===== src/rtl/register_file.sv =====
`default_nettype none
// ============================================================================
// Module      : register_file
// Description : 32 x 32-bit register file with two asynchronous read ports
//               and one synchronous write port. Register 0 is hardwired to
//               zero. Synchronous active-high reset clears all registers.
// Revision    : 1.0 - initial release
// ============================================================================
module register_file #(
    parameter int DATA_W = 32,
    parameter int ADDR_W = 5
) (
    input  logic              clk,
    input  logic              reset,
    input  logic [ADDR_W-1:0] a1,
    input  logic [ADDR_W-1:0] a2,
    input  logic [ADDR_W-1:0] a3,
    input  logic [DATA_W-1:0] wd3,
    input  logic              we,
    output logic [DATA_W-1:0] rd1,
    output logic [DATA_W-1:0] rd2
);

    localparam int DEPTH = 2 ** ADDR_W;

    logic [DATA_W-1:0] regs_q [DEPTH];
    logic [DATA_W-1:0] regs_d [DEPTH];

    // Next-state: single write port; entry 0 is forced to zero so a write to
    // address 0 is silently dropped and the entry never holds anything else.
    always_comb begin
        regs_d = regs_q;
        if (we && (a3 != '0)) begin
            regs_d[a3] = wd3;
        end
        regs_d[0] = '0;
    end

    // Storage update: reset wins over any write requested in the same cycle.
    always_ff @(posedge clk) begin
        if (reset) begin
            for (int i = 0; i < DEPTH; i++) begin
                regs_q[i] <= '0;
            end
        end else begin
            regs_q <= regs_d;
        end
    end

    // Asynchronous reads straight from storage (no write-through bypass);
    // address 0 decodes to a constant zero independent of storage.
    always_comb begin
        rd1 = (a1 == '0) ? '0 : regs_q[a1];
        rd2 = (a2 == '0) ? '0 : regs_q[a2];
    end

endmodule
`default_nettype wire


===== config.mk =====
export PLATFORM = sky130hd
export DESIGN_NAME = register_file
export DESIGN_NICKNAME = d
export VERILOG_FILES = /design/src/rtl/register_file.sv
export SDC_FILE = /design/constraint.sdc
export NUM_CORES = 2
export LEC_CHECK = 0
export CAP_MARGIN = 30
export CELL_PAD_IN_SITES_DETAIL_PLACEMENT = 2
export CELL_PAD_IN_SITES_GLOBAL_PLACEMENT = 2
export CORE_MARGIN = 5
export CORE_UTILIZATION = 39
export DETAILED_ROUTE_END_ITERATION = 7
export PLACE_DENSITY_LB_ADDON = 0.1
export SYNTH_ARGS = -nofsm -noshare
export SYNTH_HDL_FRONTEND = slang
export SYNTH_SLANG_ARGS = --single-unit

===== constraint.sdc =====
create_clock -name clk -period 2.25 [get_ports clk]
set_clock_uncertainty 0.1 [all_clocks]
set_input_delay 0.225 -clock clk [delete_from_list [all_inputs] [get_ports clk]]
set_output_delay 0.225 -clock clk [all_outputs]
set_load 0.005 [all_outputs]

==> impl_metrics.yaml <==
setup_path:
  arrival_ns: 3.14
  criticalPathCategory: "reg -> out"
  worst_path_largest_cell_delay_ns: 0.61
  cp_max_fo: 2
  cp-end-kind: "output pin"
  path_buf_inv: 2
  worstPathCellList: "buf_6, mux4_2, nor2b_2, nor3_2, a31oi_1, o21ai_2, buf_2"
  cp_slowest_cell: "o21ai_2"
  cp.required_ns: 1.92
  cp-start-kind: "flip-flop"
  critical-path-top-delay-family: "compound AO/OA/AOI/OAI gates"
pwr:
  p_int_mw: 31.6
  p_comb_share_pct: 11.5
  switchingPower_mw: 13.5
  power.static_leakage_nw: 24.0
  power_density_mw_per_mm2: 664
  clkPwrFrac_pct: 48.9
  pwr-share-seq_pct: 39.5
  vdd_drop_max_v: 0.000660
  sw_frac_of_total_pct: 29.8
drt:
  drt_pre_antenna_iters: 8
  num_vias: 63700
  antenna_left: 0
  viasPerCell: 7.79
  drcViolationCount: 21
  routed_wl_mm: 401
  wl_per_cell_um: 48.9
  drtIter0Drc: 10600
sta:
  timing.final.crit_period_ns: 3.47
  hold_violations: 0
  drv_slew: 0
  setup_slack_ns: -1.22
  hold_slack_ns: 0.197
  setup_tns_ns: -40.04
  rsz0062_at_grt: "yes"
  period_share_pct: 154
  relSlewSlack_pct: 10.1
  setup_viol: 69
  tightest_slew_ns: 1.35
  max_freq_mhz: 289
global_route:
  grt_use_total_pct: 51.4
  grt_pass1_wl_mm: 501
  antenna_found_initial: 51
  grt_max_degree: 99
  grt_pass1_vias: 64500
  overflow: 0
yosys:
  synth_nets: 5844
  synth_area_per_cell_um2: 8.66
  syn_area_mm2: 0.0502
  synth_top_area_share_pct: 39.6
  synthTopCellsByArea: "dfxtp_1 40%, mux4_2 19%, nand2_1 16%"
  yosys_warnings: 0
  synth_largest_area_cell: "dfxtp_1"
  netlist_instances: 5794
  async_reset_ff_share_pct: 0
  seq_area_frac_synth_pct: 39.6
  synth-edff-count: 0
  ys_ff_latch: 992
  synth_cell_types: 37
  synth_flop_cell: "dfxtp_1"
cts:
  cts_tree: "done"
  cts-root-buf: "clkbuf_16"
  clkLatencyLatePin_ns: 0.83
  htree_num_levels: 3
  path_clk_slew_ns: 0.07
  clkSinkCount: 992
  clk_path_buf_depth: 3
  cts_inserted_buffers: 116
floorplanning:
  start_util_pct: 39.3
  core_mm2: 0.128
  ioPinCount: 114
  die-height_um: 369
  chipWidth_um: 369
  placementRows: 131
  die_area_mm2: 0.136
outcome:
  violations: "DRC, setup timing"
  outcome: "finished, violations left"
placement:
  gp_congestion: 0.910
  port_buffers: 113
  postPlaceCellArea_mm2: 0.0616
  hpwl_mm: 197
  post-place-ws_ns: -1.14
cells_and_area:
  nets: 6445
  fillers: 12700
  largest_reg_flops: 992
  stdcell_area_mm2: 0.0679
  area_growth_pct: 35.4
  max_flop_register: "regs_q"
  multiInputGateArea_mm2: 0.0300
  regArea_mm2: 0.0202
  layout-drive-gt1-share_pct: 35.6
  reg_top3: "regs_q: 992 flops"
job:
  drv_cap: 0
min_path:
  hp-class: "in -> reg"
worst paths after layout:
check,from,slack [ns],endpoint,depth (start not counted)
worst max-delay path,regs_q[841],-1.22,rd1[9],7
worst min-delay path,wd3[24],0.20,regs_q[344],4
worst max register to register,regs_q[513],0.20,regs_q[513],3
worst min register to register,regs_q[925],0.37,regs_q[925],2
cell families (layout without fill, tap and decap cells):
group           count (synthesis)  after routing  synth area share [%]
other cells                     0             36                     0
buf+inv                       599           1293                  4.92
compound gates               1268           1268                  13.6
mux                           664            664                  24.4
flops                         992            992                  39.6
simple gates                 2271           2271                  17.5
power by group through the flow:
stage	combinational (mW)	sequential, mW	clock (mW)
3_5_place_dp	4.34	18.2	0
2_1_floorplan	1.96	18.1	0
4_1_cts	4.58	17.8	21.0
5_1_grt	5.10	17.8	22.3
3_3_place_gp	4.24	18.2	0
6_report	5.21	17.8	22.1
placed cells by master (no fill, tap or decap), drive strengths merged, types with 48 or more instances in the layout:
master     n
mux4     434
nor3      48
clkbuf   161
a21oi   1038
nor2      68
mux2      95
mux2i    135
dfxtp    992
nand2   2082
buf     1038
tightest hold or removal path, cell delays in order:
cell and delay [ns]:
clkdlybuf4s50_1 0.40, buf_4 0.25, nand2_1 0.10, a21oi_1 0.06
layout make-up:
cell class	count	share of cell area, %
diodes	36	0.133
inverters	3	0.0166
flip-flops and latches	992	29.7
clock buffers	160	4.92
well taps	1662	3.06
clock inverters	51	1.05
multi-input cells	4203	44.2
repair buffers	1079	17.0
cell usage after synthesis, types with 5 or more instances:
master,n
a211oi_1,18
a21oi_1,1038
a221oi_1,32
a22oi_1,32
a31oi_1,16
buf_1,23
buf_2,102
buf_4,12
buf_6,5
clkbuf_1,453
dfxtp_1,992
mux2_2,95
mux2i_1,135
mux4_1,9
mux4_2,425
nand2_1,2082
nor2_1,68
nor2b_1,43
nor3_1,48
o211ai_1,12
o21ai_0,47
o221ai_1,32
o22ai_1,38
what timing repair did:
item / 4_1_cts / 5_1_grt
endpoints found under the setup margin: 64 / 65
pin swaps: 110 / 43
hold endpoints to repair: 41 / 0
hold buffers: 1 / 0
gates cloned: 0 / 0
resized for setup: 784 / 172
buffers inserted: 26 / 13
routing by layer:
metal | up-vias | share of wire (%) | track usage [%]
met5 | - | 0.12 | 0
met4 | 38 | 13 | 48.1
met3 | 3601 | 15 | 20.0
met2 | 7694 | 40 | 75.8
met1 | 31000 | 32 | 56.6
li1 | 21400 | - | -
stage by stage:
stage / power [mW] / util, % / cells
floorplan: 20.1 / - / 5794
global placement: 22.4 / 48.3 / 7923
detailed placement: 22.5 / 48.3 / 7924
CTS: 43.3 / 52.6 / 8138
global route: 45.2 / 53.2 / 8156
finish: 45.1 / 53.2 / 8186
Note: power is estimated with default switching activity, not from simulation.
